--- src/rtl/lcd_timing.sv ---
// lcd_timing: Game Boy LCD dot/line sequencer producing mode, pixel strobe, LY,
// LY=LYC coincidence and the V-blank / STAT interrupt pulses.
`timescale 1ns/1ps
module lcd_timing #(
  parameter int H_TOTAL   = 456,
  parameter int OAM_LEN   = 80,
  parameter int XFER_LEN  = 172,
  parameter int FETCH_DLY = 12,
  parameter int V_VIS     = 144,
  parameter int V_TOTAL   = 154
) (
  input  logic       clk,
  input  logic       reset_n,
  input  logic       ce,
  input  logic       lcd_on,
  input  logic [7:0] lyc,
  input  logic [3:0] stat_en,
  output logic [1:0] mode,
  output logic       pixel_ena,
  output logic [7:0] ly,
  output logic       lyc_match,
  output logic       vblank_irq,
  output logic       stat_irq
);
  typedef enum logic [1:0] {HBLANK = 2'b00, VBLANK = 2'b01, OAM = 2'b10, XFER = 2'b11} mode_e;
  localparam logic [8:0] H_LAST = 9'(H_TOTAL - 1);
  localparam logic [8:0] X_BEG  = 9'(OAM_LEN);
  localparam logic [8:0] P_BEG  = 9'(OAM_LEN + FETCH_DLY);
  localparam logic [8:0] P_END  = 9'(OAM_LEN + XFER_LEN);
  localparam logic [7:0] L_VIS  = 8'(V_VIS);
  localparam logic [7:0] L_LAST = 8'(V_TOTAL - 1);
  logic [8:0] h_cnt_q, h_cnt_d;
  logic [7:0] ly_q, ly_d;
  mode_e      mode_q, mode_d;
  logic       pix_q, lyc_match_q, vblank_q, stat_irq_q, stat_prev_q, on_q;
  logic       h_wrap, stat_line;
  always_comb begin
    h_wrap    = ce && h_cnt_q == H_LAST;
    h_cnt_d   = !ce ? h_cnt_q : h_wrap ? '0 : h_cnt_q + 9'd1;
    ly_d      = !h_wrap ? ly_q : ly_q == L_LAST ? '0 : ly_q + 8'd1;
    mode_d    = ly_d >= L_VIS ? VBLANK : h_cnt_d < X_BEG ? OAM : h_cnt_d < P_END ? XFER : HBLANK;
    // on_q keeps the STAT line low on the first clk after enable/reset, while mode still reads 00
    stat_line = on_q & ((stat_en[0] & (mode_q == HBLANK)) | (stat_en[1] & (mode_q == VBLANK)) |
                        (stat_en[2] & (mode_q == OAM)) | (stat_en[3] & lyc_match_q));
  end
  always_ff @(posedge clk or negedge reset_n)
    if (!reset_n) begin
      h_cnt_q     <= '0;
      ly_q        <= '0;
      mode_q      <= HBLANK;
      pix_q       <= 1'b0;
      lyc_match_q <= 1'b0;
      vblank_q    <= 1'b0;
      stat_irq_q  <= 1'b0;
      stat_prev_q <= 1'b0;
      on_q        <= 1'b0;
    end else if (!lcd_on) begin
      h_cnt_q     <= '0;
      ly_q        <= '0;
      mode_q      <= HBLANK;
      pix_q       <= 1'b0;
      lyc_match_q <= 1'b0;
      vblank_q    <= 1'b0;
      stat_irq_q  <= 1'b0;
      stat_prev_q <= 1'b0;
      on_q        <= 1'b0;
    end else begin
      h_cnt_q     <= h_cnt_d;
      ly_q        <= ly_d;
      mode_q      <= mode_d;
      pix_q       <= ce && ly_d < L_VIS && h_cnt_d >= P_BEG && h_cnt_d < P_END;
      lyc_match_q <= ly_d == lyc;
      vblank_q    <= mode_d == VBLANK && mode_q != VBLANK;
      stat_irq_q  <= stat_line && !stat_prev_q;
      stat_prev_q <= stat_line;
      on_q        <= 1'b1;
    end
  assign mode       = mode_q;
  assign pixel_ena  = pix_q;
  assign ly         = ly_q;
  assign lyc_match  = lyc_match_q;
  assign vblank_irq = vblank_q;
  assign stat_irq   = stat_irq_q;
endmodule
--- config.mk ---
export PLATFORM = sky130hd
export DESIGN_NAME = lcd_timing
export DESIGN_NICKNAME = d
export VERILOG_FILES = /design/src/rtl/lcd_timing.sv
export SDC_FILE = /design/constraint.sdc
export NUM_CORES = 1
export LEC_CHECK = 0
export BUFFER_PORTS_ARGS = -buffer_cell sky130_fd_sc_hd__buf_2
export CAP_MARGIN = 40
export CORE_UTILIZATION = 59
export CTS_CLUSTER_SIZE = 24
export DETAILED_ROUTE_END_ITERATION = 6
export GPL_TIMING_DRIVEN = 0
export PLACE_DENSITY = 0.84
export SKIP_CTS_REPAIR_TIMING = 1
export SYNTH_ARGS = -nofsm -noshare
export SYNTH_HDL_FRONTEND = slang
export SYNTH_SLANG_ARGS = --single-unit
--- constraint.sdc ---
create_clock -name clk -period 4.91 [get_ports clk]
set_input_delay 0.982 -clock clk [delete_from_list [all_inputs] [get_ports clk]]
set_output_delay 0.982 -clock clk [all_outputs]
set_load 0.02 [all_outputs]
Word level (Yosys, flattened, before mapping)
Index checks and enable logic that the tools add are counted.

operators by class
  add/sub/neg operators = 2
  $lt $le $gt $ge = 5
  equality and inequality tests = 7
  muxes and demuxes = 16
  bitwise gates (word level) = 8
  reduce and logical (&&, ||, !) cells = 8

operators with widths
  operator                                                                              number
  9-bit two-way mux                                                                     3
  8-bit two-way mux                                                                     3
  9-bit by 1-bit adder with 9-bit output (second input constant)                        1
  9-bit == test (second input constant)                                                 1
  9-bit by 7-bit greater-or-equal comparator with 1-bit output (second input constant)  1
  9-bit by 7-bit less-than comparator with 1-bit output (second input constant)         1
  9-bit by 8-bit less-than comparator with 1-bit output (second input constant)         1
  8-bit by 1-bit adder with 8-bit output (second input constant)                        1
  8-bit == test                                                                         1
  8-bit == test (second input constant)                                                 1
  8-bit greater-or-equal comparator (second input constant)                             1
  8-bit less-than comparator (second input constant)                                    1
  2-bit two-way mux                                                                     4
  1-bit logical AND                                                                     6
  1-bit two-way mux                                                                     6
  1-bit bitwise AND                                                                     5
  2-bit by 1-bit == test with 1-bit output (second input constant)                      2
  1-bit OR                                                                              3
  2-bit == test (second input constant)                                                 1
  2-bit zero test                                                                       1
  2-bit by 1-bit != test with 1-bit output (second input constant)                      1
  1-bit zero test                                                                       1

storage, ports and cells
  bits in registers = 25
  bits of input ports = 16
  logic and storage cells = 55

Longest topological paths before layout
Gate-level depths: netlist (run 1).

  word-level depth = 11
  mapped depth = 9
  depth with buffers taken out = 8

Worst setup path after synthesis (run 1)
OpenSTA, ideal clock, no wires.

  path kind = input to register
  from = input ce
  to = register lyc_match_q, in the netlist lyc_match
  library setup time = 0.068 ns
  arrival time = 2.823 ns
  required time = 4.842 ns
  path slack = 2.019 ns
  cell stages on the path = 6
  path buffers = 0
  cells stage by stage = nand3_1 > or3_4 > or4_4 > and2_4 > a2111oi_4 > and4_1

between the ends
  cells in the longest elaborated chain, start to end = 4

RTL lines
  element                 RTL line  text
  start: declaration      14        input logic ce,
  1-bit logical AND       38        h_wrap = ce && h_cnt_q == H_LAST;
  8-bit two-way mux       40        ly_d = !h_wrap ? ly_q : ly_q == L_LAST ? '0 : ly_q + 8'd1;
  8-bit == test           72        lyc_match_q <= ly_d == lyc;
  1-bit two-way mux       57        end else if (!lcd_on) begin
  end signal: assignment  72
  end: declaration        35        logic pix_q, lyc_match_q, vblank_q, stat_irq_q, stat_prev_q, on_q;

Every way passes these cells.

Worst setup path after layout (run 1)
  from = register h_cnt_q[0]
  to = register lyc_match_q, in the netlist lyc_match

between the ends
  cells in the longest elaborated chain, start to end = 5

RTL lines
  element                   RTL line  text
  start: declaration        32        logic [8:0] h_cnt_q, h_cnt_d;
  start signal: assignment  68        h_cnt_q <= h_cnt_d;
  9-bit == test             38
  1-bit logical AND         38
  8-bit two-way mux         40
  8-bit == test             72
  1-bit two-way mux         57

Every way passes these cells.

==> results.py, run 1 <==
metrics = {
    "run_status": {
        "status": "completed",
    },
    "logic_synthesis": {
        "syn_area_per_cell_um2": 8.969,
        "yosys_warnings": 0,
        "synthesis.area_mm2": 0.001597,
        "synthCells": 178,
        "async_flop_share": 1.000,
        "yosysSeqAreaShare": 0.3918,
        "synth_flop_cell": "dfrtp_1",
        "syn-num-nets": 197,
        "ys_types": 50,
        "synth_seq_cells": 25,
        "synth_edf_count": 0,
    },
    "layout": {
        "finalInstanceArea_mm2": 0.001805,
        "diodes": 0,
        "drive_above_1_share": 0.1943,
        "multi_input_area_um2": 894.6,
        "syn_to_final_growth_pct": 13.09,
        "seq_area_um2": 625.6,
        "nNetsFinal": 231,
        "nFillCells": 196,
    },
    "pwr": {
        "power_mw": 0.3395,
        "power.internal_mw": 0.2540,
        "vdd_drop_max_mv": 0.1552,
        "power_frac_clock": 0.275,
        "seq_power_share": 0.625,
        "p_sw_mw": 0.08550,
        "power.density_mw_per_mm2": 188.1,
        "leakage_nw": 0.8162,
        "combPwrFrac": 0.100,
        "swShare": 0.2518,
    },
    "route": {
        "vias_per_cell": 6.315,
        "wirelength_um": 3847,
        "remaining_drc_errors": 0,
        "vias": 1522,
        "wl_per_cell_um": 15.96,
        "first_pass_iters": 4,
        "drtIter0Drc": 31,
        "ant_nets": 0,
    },
    "placement": {
        "port_buffers": 29,
        "gp_congestion": 0.8690,
        "place_area_mm2": 0.001779,
        "dp_slack_ns": 1.657,
        "dp_hpwl_um": 2858,
    },
    "hold_path": {
        "min_path_cells": 1,
        "whs_endpoint": "stat_irq",
        "hold_path_class": "register to register",
        "min_from": "stat_prev_q",
    },
    "worst_setup_path": {
        "rr_worst_depth": 8,
        "worstPathRequired_ns": 5.17,
        "regToRegEndpoint": "lyc_match",
        "cp.arrival_ns": 3.42,
        "slowest_stage": "or4_4",
        "path_cells": "ha_1 > clkbuf_1 > nand3_1 > or3_4 > or4_4 > and2_4 > a2111oi_4 > and4_1",
        "worstSetupEndpointType": "register",
        "r2r_slack_ns": 1.75,
        "r2r_start": "h_cnt_q[0]",
        "start_kind": "register",
        "critPathMaxFanout": 9,
        "crit_type": "register to register",
        "max_stage_delay_ns": 0.53,
    },
    "floorplan": {
        "io_pins": 30,
        "fp.dieH_um": 54.02,
        "start_util": 0.6329,
        "die_x_um": 54.02,
        "dieArea_mm2": 0.002918,
        "core_mm2": 0.002522,
        "rows": 18,
    },
    "global_route": {
        "grt_pass1_wl_um": 6030,
        "grt_max_degree": 26,
        "overflow": 0,
        "grtUsageTotal": 0.2918,
        "antenna_found_initial": 0,
        "grt_pass1_vias": 1409,
    },
    "timing": {
        "finalCritPeriodShare": 0.6442,
        "worstMarginPinSlew_ns": 0.6576,
        "period_minus_slack_ns": 3.163,
        "setup_viol": 0,
        "clock_skew_ns": 0.01079,
        "slew_violations": 0,
        "holdWs_ns": 0.4257,
        "hold_viol_final": 0,
        "timing.fmax_mhz": 316.2,
        "layout_setup_ws_ns": 1.747,
        "max_slew_margin": 0.5576,
        "tns_ns": 0,
        "rsz0062_at_grt": "no",
    },
    "clock_tree": {
        "cts_tree": "done",
        "insertion_delay_ns": 0.32,
        "clock-sinks": 25,
        "cts_buffer_depth": 2,
        "htreeDepth": 1,
        "cts_buffers": 3,
        "cts.clk_slew.worst_paths_ns": 0.14,
        "root_buffer": "clkbuf_4",
    },
    "run": {
        "maxCapViolCount": 0,
    },
}
flip-flops by register name, summed over array words and instances (netlist names):
signal,flops
ly,8
on_q,1
stat_prev_q,1
mode,2
h_cnt_q,9
pixel_ena,1
stat_irq,1
lyc_match,1
vblank_irq,1
metal layers:
layer / part of all wire / global-route usage / wire [um]
met1: 0.44 / 0.3495 / 1675
met2: 0.49 / 0.4959 / 1892
met3: 0.051 / 0.05932 / 198
met4: 0.021 / 0.1368 / 80
met5: 0 / 0 / 0
placed cells by master, fill, tap and decap left out, drive strengths merged, types with 2 or more instances in the layout:
cell type / n
a2111oi: 3
or4: 3
nand2: 12
xnor2: 7
nand4: 6
buf: 32
clkbuf: 12
nor2: 20
or3: 2
dfrtp: 25
nor4: 5
ha: 3
a21oi: 9
xor2: 5
a31oi: 2
inv: 5
mux2i: 2
o31ai: 3
and3: 4
o21a: 2
nor2b: 2
and2: 6
nand3: 9
nor3: 10
o21ai: 3
kinds of logic after synthesis:
family | synth area share
simple gates | 0.2978
compound gates | 0.1536
xor+xnor | 0.06583
fa+ha+maj | 0.02351
flops | 0.3918
mux | 0.01959
buf+inv | 0.04780
power groups by stage:
stage	combinational (mW)	clock [mW]	sequential (mW)
6_report	0.0338	0.0934	0.212
5_1_grt	0.0378	0.105	0.213
4_1_cts	0.0337	0.0952	0.212
3_5_place_dp	0.0336	0	0.216
3_3_place_gp	0.0318	0	0.216
2_1_floorplan	0.0155	0	0.217
critical path: cells and delay by family (launching register included):
| kind | cells | cell delay, ns |
|---|---|---|
| AOI/OAI and AO/OA | 1 | 0.35 |
| DFF | 1 | 0.46 |
| and+or+nand+nor | 5 | 1.85 |
| buffers and inverters | 1 | 0.26 |
| adders and majority gates | 1 | 0.17 |
final cells by class:
| cell class | count | area share |
|---|---|---|
| Buffer | 11 | 0.03188 |
| Clock buffer | 4 | 0.01455 |
| Inverter | 5 | 0.01040 |
| Multi-Input combinational cell | 137 | 0.4955 |
| Sequential cell | 25 | 0.3465 |
| Tap cell | 30 | 0.02079 |
| Timing Repair Buffer | 29 | 0.08039 |
through the flow:
step           instances    util
2_1_floorplan        178       -
3_3_place_gp         237  0.7054
3_5_place_dp         237  0.7054
4_1_cts              241  0.7158
5_1_grt              241  0.7158
6_report             241  0.7158
synth_stat cells (5+ instances only):
cell	count	area, um^2
nand2_1	12	45.04
nor3_1	10	50.05
xnor2_1	7	61.31
clkbuf_1	8	30.03
nand4_1	6	37.54
nand3_1	9	45.04
nor4_1	5	31.28
nor2_1	20	75.07
dfrtp_1	25	625.6
inv_1	5	18.77
a21oi_1	9	45.04
xor2_1	5	43.79
how the worst max path moves through the flow:
stage | from | end | slack [ns] | cells after the start
2_1_floorplan | ce | lyc_match | 2.02 | 6
3_3_place_gp | ce | lyc_match | 1.73 | 7
3_5_place_dp | ce | lyc_match | 1.66 | 7
4_1_cts | h_cnt_q[0] | lyc_match | 1.80 | 8
5_1_grt | h_cnt_q[0] | lyc_match | 1.53 | 9
6_report | h_cnt_q[0] | lyc_match | 1.75 | 8
Power figures use the tool's default switching activity.
==> run 2, diff against run 1 <==
- CORE_UTILIZATION: 59 -> 55
- PLACE_DENSITY: 0.84 -> 0.79
- clock period: 4.91 -> 3.15 ns (I/O delays scaled with it)
==> run 2 against run 1 <==
Compared with the run above: sequential power rose by 56%; die area rose by 7.0%; non-clock buffer count fell by 1; via count fell by 2.0%; worst setup slack got worse by 1.5 ns; largest power group unchanged; total power rose by 58%; wire length rose by 1.5%; cell area rose by 0.42%; maximum frequency rose by 8.2%.
==> results.py, run 2 (same netlist as run 1, synthesis figures left out) <==
metrics = {
    "timing": {
        "holdWs_ns": 0.2636,
        "rsz0062_at_grt": "no",
        "setup_viol": 0,
        "worstMarginPinSlew_ns": 0.5629,
        "clock_skew_ns": 0.002810,
        "hold_viol_final": 0,
        "period_minus_slack_ns": 2.923,
        "max_slew_margin": 0.6213,
        "layout_setup_ws_ns": 0.2266,
        "slew_violations": 0,
        "finalCritPeriodShare": 0.9281,
        "tns_ns": 0,
        "timing.fmax_mhz": 342.1,
    },
    "worst_setup_path": {
        "worstSetupEndpointType": "register",
        "regToRegEndpoint": "lyc_match",
        "rr_worst_depth": 9,
        "worst-path-buf-inv": 3,
        "r2r_slack_ns": 0.23,
        "path_depth": 9,
        "cp.arrival_ns": 3.19,
        "path_delay_family": "simple AND/OR/NAND/NOR gates",
        "critPathMaxFanout": 10,
        "start_kind": "register",
        "cp_common_cell": "buf_6",
        "worstPathRequired_ns": 3.42,
        "slowest_stage": "or4b_4",
        "crit_type": "register to register",
        "max_stage_delay_ns": 0.53,
        "path_cells": "buf_6 > or4b_4 > buf_6 > or3_4 > clkbuf_1 > nor3_1 > a21oi_1 > a2111oi_1 > and4_1",
        "r2r_start": "h_cnt_q[3]",
    },
    "pwr": {
        "vdd_drop_max_mv": 0.2539,
        "leakage_nw": 0.8141,
        "power_mw": 0.5359,
        "power.density_mw_per_mm2": 295.6,
    },
    "floorplan": {
        "core_mm2": 0.002758,
        "die_x_um": 55.88,
        "io_pins": 30,
        "start_util": 0.5789,
        "fp.dieH_um": 55.88,
        "dieArea_mm2": 0.003122,
        "rows": 19,
    },
    "route": {
        "first_pass_iters": 4,
        "drtIter0Drc": 62,
        "vias_per_cell": 6.191,
        "wirelength_um": 3904,
        "ant_nets": 0,
        "vias": 1492,
        "wl_per_cell_um": 16.20,
        "remaining_drc_errors": 0,
    },
    "clock_tree": {
        "cts_tree": "done",
        "cts.clk_slew.worst_paths_ns": 0.14,
        "cts_buffer_depth": 2,
        "root_buffer": "clkbuf_4",
        "htreeDepth": 1,
        "insertion_delay_ns": 0.32,
        "clock-sinks": 25,
        "cts_buffers": 3,
    },
    "global_route": {
        "grt_pass1_vias": 1424,
        "grt_pass1_wl_um": 6430,
        "grt_max_degree": 26,
        "overflow": 0,
        "grtUsageTotal": 0.2646,
        "antenna_found_initial": 0,
    },
    "layout": {
        "finalInstanceArea_mm2": 0.001813,
        "fin_util": 0.6574,
        "layout_common_cells": "buf_2 (30), dfrtp_1 (25), nor2_1 (20)",
        "mostFrequentLayoutCell": "buf_2",
        "largest_reg_flops": 9,
        "layout.cells.non_filler": 241,
        "syn_to_final_growth_pct": 13.56,
        "drive_above_1_share": 0.2048,
        "top_register": "h_cnt_q",
        "nNetsFinal": 230,
        "diodes": 0,
    },
    "placement": {
        "gp_congestion": 0.8810,
        "place_area_mm2": 0.001780,
        "dp.cells": 238,
        "dp_slack_ns": 0.05697,
        "port_buffers": 29,
        "dp_hpwl_um": 2985,
    },
    "run": {
        "maxCapViolCount": 0,
    },
    "run_status": {
        "status": "completed",
    },
    "hold_path": {
        "hold_path_class": "input pin to asynchronous set/reset pin",
    },
}
run 2: cell count changes in the layout (fill, tap and decap cells not counted), sizes merged:
cell,delta
clkbuf,-2
clkinvlp,+1
run 2: worst max-delay path by stage:
stage                          start         to  slack (ns)
final                     h_cnt_q[3]  lyc_match        0.23
after global routing      h_cnt_q[3]  lyc_match        0.03
after CTS                 h_cnt_q[0]  lyc_match        0.01
after detailed placement  h_cnt_q[0]  lyc_match        0.06
after global placement    h_cnt_q[0]  lyc_match        0.14
after floorplan           h_cnt_q[3]  lyc_match        0.40
run 2: layer usage:
| metal | track usage | up-vias | wire [um] |
|---|---|---|---|
| met2 | 0.4561 | 47 | 2010 |
| met1 | 0.3328 | 719 | 1657 |
| li1 | - | 713 | - |
| met5 | 0 | - | 0 |
| met3 | 0.03488 | 13 | 140 |
| met4 | 0.1150 | 0 | 97 |
run 2: where the power goes:
part	leakage [nW]	switching [mW]	internal, mW
Clock	0.0139	0.102	0.0486
Sequential	0.342	0.00487	0.326
Combinational	0.458	0.0331	0.0205
Total	0.814	0.140	0.395
run 2: layout make-up:
cell class,instances,area (um^2)
fillers,237,944.7
well taps,31,38.79
plain buffers,10,53.80
inverters,5,18.77
clock inverters,1,7.507
repair buffers,29,145.1
clock buffers,3,22.52
multi-input cells,137,900.9
flip-flops and latches,25,625.6
